===== src/rtl/ws2812_chain.sv =====
// WS2812 daisy-chain driver: streams NUM_LEDS GRB words MSB-first as NRZ pulses, framed by a
// leading and a trailing latch-low period. A one-entry buffer lets the next pixel arrive while
// the current one is still shifting out, so consecutive pixels run without a gap.
module ws2812_chain #(
  parameter int unsigned NUM_LEDS = 8,
  parameter int unsigned T0H      = 9,
  parameter int unsigned T0L      = 20,
  parameter int unsigned T1H      = 20,
  parameter int unsigned T1L      = 9,
  parameter int unsigned T_RESET  = 13500
) (
  input  logic        clk,
  input  logic        rst,
  input  logic        start,
  input  logic [23:0] pix_data,
  input  logic        pix_valid,
  output logic        pix_ready,
  output logic        busy,
  output logic        frame_done,
  output logic        underrun,
  output logic        sout
);

  localparam int unsigned TMaxA = (T0H > T0L) ? T0H : T0L;
  localparam int unsigned TMaxB = (T1H > T1L) ? T1H : T1L;
  localparam int unsigned TMaxC = (TMaxA > TMaxB) ? TMaxA : TMaxB;
  localparam int unsigned TMax  = (TMaxC > T_RESET) ? TMaxC : T_RESET;
  localparam int unsigned CntW  = $clog2(TMax + 1);
  localparam int unsigned LedW  = $clog2(NUM_LEDS + 1);

  // Terminal counts: a phase of N cycles ends when the counter reads N-1.
  localparam logic [CntW-1:0] T0HEnd    = CntW'(T0H - 1);
  localparam logic [CntW-1:0] T0LEnd    = CntW'(T0L - 1);
  localparam logic [CntW-1:0] T1HEnd    = CntW'(T1H - 1);
  localparam logic [CntW-1:0] T1LEnd    = CntW'(T1L - 1);
  localparam logic [CntW-1:0] TResetEnd = CntW'(T_RESET - 1);
  localparam logic [LedW-1:0] NumLeds   = LedW'(NUM_LEDS);

  typedef enum logic [2:0] {StIdle, StPre, StHigh, StLow, StLatch} state_e;

  state_e            state_q, state_d;
  logic [CntW-1:0]   cnt_q, cnt_d;
  logic [4:0]        bit_q, bit_d;
  logic [23:0]       shift_q, shift_d;
  logic [23:0]       buf_q, buf_d;
  logic              buf_full_q, buf_full_d;
  logic [LedW-1:0]   acc_q, acc_d;
  logic [LedW-1:0]   sent_q, sent_d;
  logic              flag_q, flag_d;
  logic              sout_q, sout_d;
  logic              frame_done_q, frame_done_d;
  logic              underrun_q, underrun_d;
  logic              load;
  logic              xfer;

  assign busy       = (state_q != StIdle);
  assign pix_ready  = busy && !buf_full_q && (acc_q < NumLeds);
  assign xfer       = pix_valid && pix_ready;
  assign sout       = sout_q;
  assign frame_done = frame_done_q;
  assign underrun   = underrun_q;

  // Sequencer: phase timing, bit/pixel progression and shifter reloads.
  always_comb begin
    state_d      = state_q;
    cnt_d        = cnt_q + CntW'(1);
    bit_d        = bit_q;
    shift_d      = shift_q;
    sent_d       = sent_q;
    flag_d       = flag_q;
    frame_done_d = 1'b0;
    underrun_d   = 1'b0;
    load         = 1'b0;
    unique case (state_q)
      StIdle: begin
        cnt_d = '0;
        if (start) begin
          state_d = StPre;
          sent_d  = '0;
          flag_d  = 1'b0;
        end
      end
      StPre: begin
        if (cnt_q == TResetEnd) begin
          cnt_d = '0;
          if (buf_full_q) begin
            load    = 1'b1;
            state_d = StHigh;
          end else begin
            flag_d  = 1'b1;
            state_d = StLatch;
          end
        end
      end
      StHigh: begin
        if (cnt_q == (shift_q[23] ? T1HEnd : T0HEnd)) begin
          cnt_d   = '0;
          state_d = StLow;
        end
      end
      StLow: begin
        if (cnt_q == (shift_q[23] ? T1LEnd : T0LEnd)) begin
          cnt_d = '0;
          if (bit_q == 5'd23) begin
            sent_d = sent_q + LedW'(1);
            if (sent_q + LedW'(1) == NumLeds) begin
              state_d = StLatch;
            end else if (buf_full_q) begin
              load    = 1'b1;
              state_d = StHigh;
            end else begin
              flag_d  = 1'b1;
              state_d = StLatch;
            end
          end else begin
            shift_d = {shift_q[22:0], 1'b0};
            bit_d   = bit_q + 5'd1;
            state_d = StHigh;
          end
        end
      end
      StLatch: begin
        if (cnt_q == TResetEnd) begin
          cnt_d        = '0;
          state_d      = StIdle;
          frame_done_d = 1'b1;
          underrun_d   = flag_q;
        end
      end
      default: state_d = StIdle;
    endcase
    if (load) begin
      shift_d = buf_q;
      bit_d   = '0;
    end
  end

  // Prefetch buffer and accepted-pixel count; the line follows the state being entered.
  always_comb begin
    buf_d      = buf_q;
    buf_full_d = buf_full_q && !load;
    acc_d      = acc_q;
    if (state_q == StIdle) begin
      buf_full_d = 1'b0;
      if (start) begin
        acc_d = '0;
      end
    end
    if (xfer) begin
      buf_d      = pix_data;
      buf_full_d = 1'b1;
      acc_d      = acc_q + LedW'(1);
    end
    sout_d = (state_d == StHigh);
  end

  // State registers with synchronous reset.
  always_ff @(posedge clk) begin
    if (rst) begin
      state_q      <= StIdle;
      cnt_q        <= '0;
      bit_q        <= '0;
      shift_q      <= '0;
      buf_q        <= '0;
      buf_full_q   <= 1'b0;
      acc_q        <= '0;
      sent_q       <= '0;
      flag_q       <= 1'b0;
      sout_q       <= 1'b0;
      frame_done_q <= 1'b0;
      underrun_q   <= 1'b0;
    end else begin
      state_q      <= state_d;
      cnt_q        <= cnt_d;
      bit_q        <= bit_d;
      shift_q      <= shift_d;
      buf_q        <= buf_d;
      buf_full_q   <= buf_full_d;
      acc_q        <= acc_d;
      sent_q       <= sent_d;
      flag_q       <= flag_d;
      sout_q       <= sout_d;
      frame_done_q <= frame_done_d;
      underrun_q   <= underrun_d;
    end
  end

endmodule


===== config.mk =====
export PLATFORM = sky130hd
export DESIGN_NAME = ws2812_chain
export DESIGN_NICKNAME = d
export VERILOG_FILES = /design/src/rtl/ws2812_chain.sv
export SDC_FILE = /design/constraint.sdc
export NUM_CORES = 1
export LEC_CHECK = 0
export ABC_AREA = 0
export BUFFER_PORTS_ARGS = -buffer_cell sky130_fd_sc_hd__buf_2
export CORE_AREA = 2 2 83 85
export CTS_CLUSTER_DIAMETER = 150
export CTS_CLUSTER_SIZE = 14
export DETAILED_ROUTE_END_ITERATION = 10
export DIE_AREA = 0 0 85 87
export PLACE_DENSITY = 0.83
export REMOVE_ABC_BUFFERS = 1
export SLEW_MARGIN = 20
export SYNTH_ARGS = -nofsm -noshare
export SYNTH_HDL_FRONTEND = slang
export SYNTH_SLANG_ARGS = --single-unit

===== constraint.sdc =====
create_clock -name clk -period 2.9 [get_ports clk]
set_clock_uncertainty 0.15 [all_clocks]
set_input_delay 0.145 -clock clk [delete_from_list [all_inputs] [get_ports clk]]
set_output_delay 0.145 -clock clk [all_outputs]
set_load 0.02 [all_outputs]

==> results.ini <==
[finish]
drive_gt1_share_pct = 18.0
multi_input_area_mm2 = 0.00190
instances_no_fill = 574
regArea_mm2 = 0.00166
nets = 521
synthToLayoutAreaGrowth_pct = 16.7
fill_cells = 517
antenna_cells = 0

[cts]
insertion_delay_ns = 0.36
cts_root_buffer = clkbuf_8
clock_sinks = 83
clk_pin_slew_ns = 0.08
htreeDepth = 3
clk_path_buf_depth = 2
cts_tree = yes
post_cts_buffers = 0
numCtsBuffers = 9

[synthesis]
ys_top_cells_by_count = 90 x nand2_1, 83 x dfxtp_1, 53 x nor2_1
synth.largest_area_cell = dfxtp_1
yosys-top-cells-area = dfxtp_1 44%, nand2_1 9.0%, a21oi_1 6.6%, a211oi_2 6.0%, nor2_1 5.3%
synth_top_area_share_pct = 44.4
synth_top_family_by_area = simple AND/OR/NAND/NOR gates
synth_compound_area_share_pct = 18.6
synthMuxAreaShare_pct = 0.902
synth_most_common_cell = nand2_1
ys_warn_count = 0
ys_types = 49
syn_inst = 442
synth_async_sr_flop_share_pct = 0
synthSimpleGateAreaFrac_pct = 26.0
synth_xor_area_share_pct = 3.98
yosys.area_share.adder_pct = 1.34
synth_area_mm2 = 0.00374
seq_area_frac_synth_pct = 44.4
synth_edf_count = 0
avgSynthCellArea_um2 = 8.47
ys_ff_latch = 83
yosys_most_used_dff = dfxtp_1

[drt]
route.detailed.drc = 0
drt_iter0_markers = 178
routedWlPerCell_um = 14.2
drtAntennaViolNets = 0
dr_total_vias = 3238
vias_per_cell = 5.64
wl_um = 8140
drt_first_pass_iters = 4

[sta]
min_period_ns = 2.61
final_max_slew_viol_count = 0
hold_ws_ns = 0.166
setup-violations-final = 0
setup_ws_ns = 0.287
max_freq_mhz = 383
fin_tns_setup_ns = 0
rsz0062_at_grt = no
worstMarginPinSlew_ns = 0.989
relSlewSlack_pct = 34.0
hold_viol = 0
fin_crit_sh_pct = 90.1

[worst_setup_path]
crit_family = simple AND/OR/NAND/NOR gates
cpMaxStageDelayCell = or4_4
cpPeakStageDelay_ns = 0.58
cp_max_fo = 25
critPathBufInv = 0
cp_data_required_time_ns = 2.97
critPathKind = flip-flop to flip-flop
end_kind = flip-flop
arrival_ns = 2.69
cp-start-kind = flip-flop
crit_path_cell_trace = or4_4, nor4_4, nand4_2, and2_1, nor2_1, a211oi_2

[placed_design]
dpl.cell_count = 532
portBuffers = 32
pre_cts_slack_ns = 0.290
place_congestion = 0.841
dp_hpwl_um = 4990

[global_route]
gr-usage-met2_pct = 38.0
grt_pass1_wl_um = 13900
first_global_vias = 3167
grt.met3_usage_pct = 5.12
grt_busiest_layer = met2
grt_max_degree = 52
overflow = 0
grt_use_met1_pct = 28.6
grt_use_total_pct = 23.3
antenna_found_initial = 0

[power]
p_leak_nw = 1.63
vdd_drop_max_v = 0.000356
p_total_mw = 2.21
p_per_area_mw_per_mm2 = 506

[die]
start_util_pct = 57.0
die_w_um = 85
coreArea_mm2 = 0.00657
row_count = 30
die_h_um = 87
num_io_pins = 33
die_area_mm2 = 0.00740

[flow_run]
maxCapViolations = 0

[hold_path]
hp-class = primary input to flip-flop

[run_status]
status = finished clean

==> per-layer routing <==
layer | up-vias | routed length [µm]
li1 | 1610 | -
met3 | 26 | 353
met2 | 94 | 4030
met1 | 1508 | 3480
met5 | - | 0
met4 | 0 | 274
==> area by class of cell <==
class | count | share of cell area (%)
sequential | 83 | 38.0
clock inverter | 6 | 2.00
clock buffer | 10 | 2.92
inverter | 4 | 0.344
multi-input combinational | 327 | 43.5
tap | 80 | 2.29
timing repair buffer | 64 | 10.9
==> where the power goes <==
part | switching (mW) | internal (mW) | leakage [nW]
registers | 0.0145 | 1.16 | 0.671
logic | 0.0747 | 0.0594 | 0.848
clock network | 0.418 | 0.487 | 0.111
==> placed cells by master (no fill, tap or decap), types with 2 or more instances in the layout <==
cell	n
ha_1	4
xor2_1	10
a21oi_2	8
a22oi_1	2
a21boi_0	2
buf_4	5
a211oi_2	18
nand4_1	8
a21oi_1	49
and3b_1	2
clkbuf_8	9
nand3b_1	3
dlygate4sd3_1	26
nor3_1	4
and2_1	5
buf_2	32
nand3_1	14
a211oi_1	7
mux2i_1	2
clkinv_2	2
nor3_2	4
inv_1	4
o21ai_0	5
nor2_1	53
bufinv_16	2
xnor2_1	7
and3_1	8
nand2b_1	3
dfxtp_1	83
nand2_1	90
==> final timing paths <==
check | startpoint | end | slack (ns) | cells after the start
setup / recovery | cnt_q[2] | shift_q[16] | 0.29 | 6
hold reg to reg | buf_q[19] | buf_q[19] | 0.31 | 2
setup reg to reg | cnt_q[2] | shift_q[16] | 0.29 | 6
hold / removal | pix_valid | buf_full_q | 0.17 | 4
==> through the flow <==
step / instance area, µm² / utilization, %
2_1_floorplan: 3580 / -
4_1_cts: 4370 / 66.5
5_1_grt: 4370 / 66.5
3_3_place_gp: 3890 / 59.3
3_5_place_dp: 3890 / 59.3
6_report: 4370 / 66.5
==> kinds of logic after synthesis <==
| kind of cell | after synthesis |
|---|---|
| flip-flops | 83 |
| multiplexers | 3 |
| XOR/XNOR | 17 |
| AO/OA/AOI/OAI | 97 |
| AND/OR/NAND/NOR | 206 |
| adder cells (fa/ha/maj) | 4 |
| buffers and inverters | 32 |
==> repair_timing <==
action / 4_1_cts / 5_1_grt
gates resized for setup: 0 / 0
hold buffers: 26 / 0
hold endpoints to repair: 27 / 0
==> flip-flops by register name, indices dropped and copies added, names as in the netlist <==
| signal | cells |
|---|---|
| bit_q | 5 |
| sout | 1 |
| acc_q | 4 |
| state_q | 3 |
| shift_q | 24 |
| flag_q | 1 |
| frame_done | 1 |
| underrun | 1 |
| buf_full_q | 1 |
| buf_q | 24 |
| cnt_q | 14 |
| sent_q | 4 |
==> worst reg2reg max path: stages (launching register included) <==
cell	delay (ns)
dfxtp_1	0.36
or4_4	0.58
nor4_4	0.41
nand4_2	0.13
and2_1	0.48
nor2_1	0.30
a211oi_2	0.07
(Power assumes the default switching activity.)
